File: config.mk
export PLATFORM = sky130hd
export DESIGN_NAME = ibex_trace_rec_fifo
export DESIGN_NICKNAME = d
export VERILOG_FILES = /design/src/rtl/ibex_rvfi_trace_checker_pkg.sv /design/src/rtl/ibex_trace_rec_fifo.sv
export SDC_FILE = /design/constraint.sdc
export NUM_CORES = 1
export LEC_CHECK = 0
export ABC_CLOCK_PERIOD_IN_PS = 4700
export BUFFER_PORTS_ARGS = -buffer_cell sky130_fd_sc_hd__buf_2
export CORE_AREA = 4 4 178 180
export CTS_BUF_LIST = sky130_fd_sc_hd__clkbuf_16
export DETAILED_ROUTE_END_ITERATION = 10
export DIE_AREA = 0 0 182 184
export GPL_ROUTABILITY_DRIVEN = 0
export PLACE_DENSITY = 0.72
export SETUP_SLACK_MARGIN = 0.1
export SLEW_MARGIN = 5
export SYNTH_ARGS = -nofsm -noshare
export SYNTH_HDL_FRONTEND = slang
export SYNTH_SLANG_ARGS = --single-unit
File: constraint.sdc
create_clock -name clk_i -period 4.7 [get_ports clk_i]
set_input_delay 0 -clock clk_i [delete_from_list [all_inputs] [get_ports clk_i]]
set_output_delay 0 -clock clk_i [all_outputs]
set_load 0.03 [all_outputs]
File: src/rtl/ibex_rvfi_trace_checker_pkg.sv
// Shared types for the RVFI retirement trace checker: checker state,
// expected-record layout and mismatch-mask bit positions.
package ibex_rvfi_trace_checker_pkg;

    typedef enum logic [1:0] {
        TRACE_CHK_IDLE = 2'd0,
        TRACE_CHK_RUN  = 2'd1,
        TRACE_CHK_FAIL = 2'd2,
        TRACE_CHK_DONE = 2'd3
    } trace_chk_state_e;

    typedef struct packed {
        logic [31:0] pc;
        logic [31:0] insn;
        logic [4:0]  rd_addr;
        logic [31:0] rd_wdata;
        logic        last;
    } trace_rec_t;

    localparam int unsigned TRACE_MISMATCH_PC        = 0;
    localparam int unsigned TRACE_MISMATCH_INSN      = 1;
    localparam int unsigned TRACE_MISMATCH_RD_ADDR   = 2;
    localparam int unsigned TRACE_MISMATCH_RD_WDATA  = 3;
    localparam int unsigned TRACE_MISMATCH_UNDERFLOW = 4;
    localparam int unsigned TRACE_MISMATCH_W         = 5;

endpackage

File: src/rtl/ibex_trace_rec_fifo.sv
// Small synchronous FIFO of expected trace records. The head is read
// combinationally so a retirement can pop and compare in the same cycle.
module ibex_trace_rec_fifo
    import ibex_rvfi_trace_checker_pkg::*;
#(
    parameter int unsigned Depth = 4
) (
    input  logic       clk_i,
    input  logic       rst_ni,
    input  logic       push_i,
    input  trace_rec_t wdata_i,
    input  logic       pop_i,
    output trace_rec_t rdata_o,
    output logic       full_o,
    output logic       empty_o
);

    localparam int unsigned PtrW = $clog2(Depth);

    trace_rec_t       mem_reg [Depth];
    logic [PtrW:0]    wr_ptr_reg;
    logic [PtrW:0]    rd_ptr_reg;
    logic             do_push;
    logic             do_pop;

    // Extra MSB on the pointers distinguishes full from empty.
    assign empty_o = (wr_ptr_reg == rd_ptr_reg);
    assign full_o  = (wr_ptr_reg[PtrW] != rd_ptr_reg[PtrW]) &&
                     (wr_ptr_reg[PtrW-1:0] == rd_ptr_reg[PtrW-1:0]);
    assign do_push = push_i && !full_o;
    assign do_pop  = pop_i && !empty_o;
    assign rdata_o = mem_reg[rd_ptr_reg[PtrW-1:0]];

    for (genvar gi = 0; gi < Depth; gi++) begin : g_entry
        always_ff @(posedge clk_i) begin
            if (do_push && (wr_ptr_reg[PtrW-1:0] == PtrW'(gi))) begin
                mem_reg[gi] <= wdata_i;
            end
        end
    end

    always_ff @(posedge clk_i or negedge rst_ni) begin
        if (!rst_ni) begin
            wr_ptr_reg <= '0;
            rd_ptr_reg <= '0;
        end else begin
            if (do_push) wr_ptr_reg <= wr_ptr_reg + 1'b1;
            if (do_pop)  rd_ptr_reg <= rd_ptr_reg + 1'b1;
        end
    end

endmodule

[Word-level counts from Yosys, hierarchy flattened]
Memories as Yosys holds them, arrays and structs flattened.
Index checks and enable logic that the tools add are counted.
Word-level totals
  RAM bits: 408
  memories kept: 1
  register bits: 6
  bits of input ports: 106
Memory list
  mem_reg: words 4, bits a word 102, rd ports 1, clocked after memory_dff 0, wr ports 1, RTL line ibex_trace_rec_fifo.sv:20  | trace_rec_t mem_reg [Depth];
Operators by class
  equal/unequal tests: 6
  reductions and logical operators: 13
  $add $sub $neg: 2
  mux-type cells: 17
Operators with widths (count)
  $mux W102: 3
  $reduce_or A102 Y1: 3
  $mux W1: 11
  $logic_and A1 B1 Y1: 7
  $add A3 B1 Y3 const B: 2
  $mux W2: 3
  $eq A2 B2 Y1 const B: 2
  $eq A3 B3 Y1: 1
  $eq A2 B1 Y1 const B: 1
  $eq A2 B2 Y1: 1
  $logic_not A1 Y1: 2
  $logic_not A2 Y1: 1
  $ne A1 B1 Y1: 1

[Longest topological paths before layout]
  word-level depth: 11
  mapped depth: 5

[Least setup slack after synthesis]
No wires, ideal clock.
  kind: reg2reg
  start: reg rd_ptr_reg[0]
  end: mem mem_reg[3][0] in the netlist's numbering, enable pin
  clock period less this slack: 4429 ps
  arrival: 3921 ps
  setup time: 508 ps
  cell stages (with the launch flop): 5
  setup slack: 271 ps
  path buffers: 2
  cells stage by stage: dfrtp_1 buf_6 xnor2_1 buf_2 a31oi_2
On the way
  cells in the longest elaborated chain, start to end: 11
Ends and longest elaborated chain
  from (decl): RTL line ibex_trace_rec_fifo.sv:22  | logic [PtrW:0] rd_ptr_reg;
  from (signal assigned): RTL line ibex_trace_rec_fifo.sv:48  | if (do_pop) rd_ptr_reg <= rd_ptr_reg + 1'b1;
  $eq A2 B2 Y1 (*): RTL line ibex_trace_rec_fifo.sv:29  | (wr_ptr_reg[PtrW-1:0] == rd_ptr_reg[PtrW-1:0]);
  $logic_and A1 B1 Y1 (*): RTL line ibex_trace_rec_fifo.sv:28  | assign full_o = (wr_ptr_reg[PtrW] != rd_ptr_reg[PtrW]) &&
  $logic_not A1 Y1 (*): RTL line ibex_trace_rec_fifo.sv:30  | assign do_push = push_i && !full_o;
  $logic_and A1 B1 Y1 (*): RTL line ibex_trace_rec_fifo.sv:30
  $logic_and A1 B1 Y1: RTL line ibex_trace_rec_fifo.sv:36  | if (do_push && (wr_ptr_reg[PtrW-1:0] == PtrW'(gi))) begin
  $mux W1: RTL line ibex_trace_rec_fifo.sv:36
  $mux W1 (not written as such): RTL line ibex_trace_rec_fifo.sv:37  | mem_reg[gi] <= wdata_i;
  $reduce_or A102 Y1 (no source line)
  $mux W2 (no source line) or $mux W1 (tied branches) (3 in series)
  to (decl): RTL line ibex_trace_rec_fifo.sv:20
Every way passes the cells marked *; elsewhere a longest branch is shown, timed or not.

==> impl_results.md <==
* Status: finished, final reports clean
* First DRT Iteration DRCs at 515
* Die area at 33500 sq um
* Most used cell, CP: buf_4
* Row cnt at 64
* Post-Synth Simple-Gate Area at 0.585%
* Busiest grt layer: met2
* Hold Path Cell Cnt at 2
* Setup TNS at 0 ns
* Largest net degree at the start of global routing at 64
* Vias in the first global route at 7956
* Total track usage at 17.2%
* Mapped Nets at 696
* Met2 Resource Use GR at 28.4%
* Synth Area in Adders at 0.412%
* Area delta synth->final at 25.5%
* Clk root buf: clkbuf_16
* CTS Buf Count at 41
* Number of library cell types mapped by synthesis at 24
* IO Pins at 210
* # DRC at 0
* Share of cells above drive strength 1 at 40.0%
* Fmax at 336 MHz
* Vias at 7238
* Port Buf Inserts at 209
* Reg power frac at 41.6%
* Mux contribution to synthesized area at 15.1%
* Clock latency on the worst-skew pair at 0.52 ns
* DRT Wirelength at 28700 um
* Netlist Area Pre-Place at 15200 sq um
* ANT cells at 0
* Grt total ovfl at 0
* Max_cap viols at 0
* Die Y at 184 um
* Final instance area at 19100 sq um
* Mean Syn Cell Area at 26.0 sq um
* Largest family of logic cells by synthesized area: multiplexers
* Synth Area in Compound Gates at 0.486%
* Post-Synth XOR/XNOR Area at 0.453%
* Post-layout util at 63.1%
* Core area at 30200 sq um
* Post-route ant nets at 0
* CP Data Required Time at 4.70 ns
* First-pass GRT wire length at 44900 um
* Die W at 182 um
* CTS tree: built
* Pwr/cell area at 647 nW/um^2
* Hold EP: mem_reg[1][53]
* Final Hold Vio Count at 0
* DP Wirelength at 16600 um
* FF-to-FF Start: rd_ptr_reg[0]
* GR Layer Usage met1 at 23.3%
* Tightest Pin Transition at 0.968 ns
* RSZ-0062 raised after global routing: false
* Cell Chain, Critical Path: buf_4 > buf_4 > mux4_2 > buf_2
* Post CTS Setup Buffer Count at 0
* Clk slew on worst S/H paths at 0.06 ns
* Nets@finish at 1041
* CP arrival at 2.98 ns
* Sequential share of the synthesized area at 81.7%
* FF-to-FF End: mem_reg[2][92]
* Max Clock Skew at 0.00959 ns
* Final setup vio count at 0
* Min cycle time layout at 2.98 ns
* Met3 GRT Util at 5.03%
* Maximum vdd drop at 0.332 mV
* Placed insts at 1177
* Initial Utilization at 50.3%
* Hold Startpoint: wdata_i[53]
* Number of flip-flops in the largest register at 408
* Commonest non-fill, non-tap cell in the layout: edfxtp_1
* Max_slew headroom at 35.5%
* Slowest-stage cell, CP: buf_4
* Final slew viol count at 0
* Switching Share at 33.4%
* Internal power at 8.21 mW
* DR pass1 iterations at 6
* Slowest stage delay, CP at 0.78 ns
* YS warnings at 0
* P_leak at 6.59 nW
* Drt via density at 5.33
* Post-synthesis register bit count at 414
* Sink Count at 414
* CTS Buffer Depth at 3
* Crit path max fanout at 59
* Htree depth at 2
* Crit Path Category: register to output port
* Reg2Reg Setup Slack at 1.76 ns
* Syn Inst Count at 585
* Fin crit share at 63.4%
* Clk pwr share at 25.1%
* Post-route insts no fill at 1357
* Critical Path Sink Type: output port
* Combinational power share at 33.3%
* R2R cell count at 4
* Startpoint types: register
* Sw power at 4.12 mW
* Antenna violations before repair at 0
* Commonest cells after routing, fill and taps aside: edfxtp_1, buf_2, dlygate4sd3_1
* WL per Instance at 21.1 um
* Post-DP Area at 16700 sq um
* Worst hold-check path type: input pin to register
* Worst hold slack at 0.232 ns
==> worst max-delay path, delay by kind of cell (launching register included) <==
kind / cells / cell delay [ns]
flip-flops: 1 / 0.42
buffers and inverters: 3 / 1.51
multiplexers: 1 / 0.45
==> routing by layer <==
metal | routed length [um] | vias to the layer above
met5 | 0 | -
met1 | 11800 | 3769
li1 | - | 3204
met3 | 2250 | 35
met2 | 14300 | 230
met4 | 380 | 0
==> worst max path at each step <==
stage	start	endpoint	slack (ns)
after floorplan	rd_ptr_reg[0]	mem_reg[3][0]	0.27
after global placement	rd_ptr_reg[0]	mem_reg[0][74]	1.67
after detailed placement	rd_ptr_reg[0]	mem_reg[0][74]	1.66
after CTS	rd_ptr_reg[0]	rdata_o[93]	1.58
after global routing	rd_ptr_reg[0]	rdata_o[93]	1.44
final	rd_ptr_reg[1]	rdata_o[22]	1.72
==> metrics by stage <==
stage | setup WS (ns) | power [mW]
2_1_floorplan | 0.271 | 8.26
5_1_grt | 1.44 | 12.9
3_5_place_dp | 1.66 | 9.34
6_report | 1.72 | 12.3
4_1_cts | 1.58 | 12.5
3_3_place_gp | 1.67 | 9.28
==> cells in the mapped netlist <==
| cell | instances | area [sq um] |
|---|---|---|
| and2_1 | 4 | 25.0 |
| a31oi_2 | 1 | 12.5 |
| a31oi_1 | 3 | 18.8 |
| dfrtp_1 | 6 | 150 |
| mux4_2 | 102 | 2300 |
| a21o_1 | 3 | 22.5 |
| ha_1 | 5 | 62.6 |
| o21ai_0 | 2 | 10.0 |
| xor2_1 | 3 | 26.3 |
| xnor2_1 | 3 | 26.3 |
| nor2_1 | 2 | 7.51 |
| a21oi_1 | 2 | 10.0 |
| nor3_1 | 1 | 5.00 |
| buf_6 | 9 | 101 |
| nand2b_1 | 2 | 12.5 |
| buf_2 | 11 | 55.1 |
| clkbuf_1 | 5 | 18.8 |
| xnor2_2 | 1 | 16.3 |
| nand2_1 | 1 | 3.75 |
| inv_1 | 5 | 18.8 |
| nor3b_1 | 1 | 7.51 |
| nand3_1 | 3 | 15.0 |
| edfxtp_1 | 408 | 12300 |
| and3_1 | 2 | 12.5 |
==> area by class of cell <==
| class | count | area [sq um] |
|---|---|---|
| inverter | 5 | 18.8 |
| sequential | 414 | 12400 |
| timing repair buffer | 327 | 2230 |
| multi-input combinational | 141 | 2610 |
| tap | 396 | 495 |
| clock buffer | 43 | 1080 |
| clock inverter | 31 | 215 |
| fill | 2015 | 11100 |
==> power by group through the flow <==
stage | logic [mW] | registers [mW] | clock network, mW
2_1_floorplan | 3.10 | 5.16 | 0
3_3_place_gp | 4.10 | 5.18 | 0
3_5_place_dp | 4.12 | 5.22 | 0
4_1_cts | 4.20 | 5.15 | 3.16
5_1_grt | 4.39 | 5.20 | 3.34
6_report | 4.11 | 5.13 | 3.09
==> cells by family after synthesis <==
logic type | after synthesis
muxes | 102
DFF | 414
adders and majority gates | 5
buffers and inverters | 30
and+or+nand+nor | 16
AOI/OAI and AO/OA | 11
xor gates and xnor gates | 7
==> timing repair <==
| item | 4_1_cts | 5_1_grt |
|---|---|---|
| hold endpoints to repair | 419 | 0 |
| hold buffers | 106 | 0 |
| endpoints found under the setup margin | 0 | 0 |
| resized for setup | 0 | 0 |
Note: power is estimated with default switching activity, not from simulation.
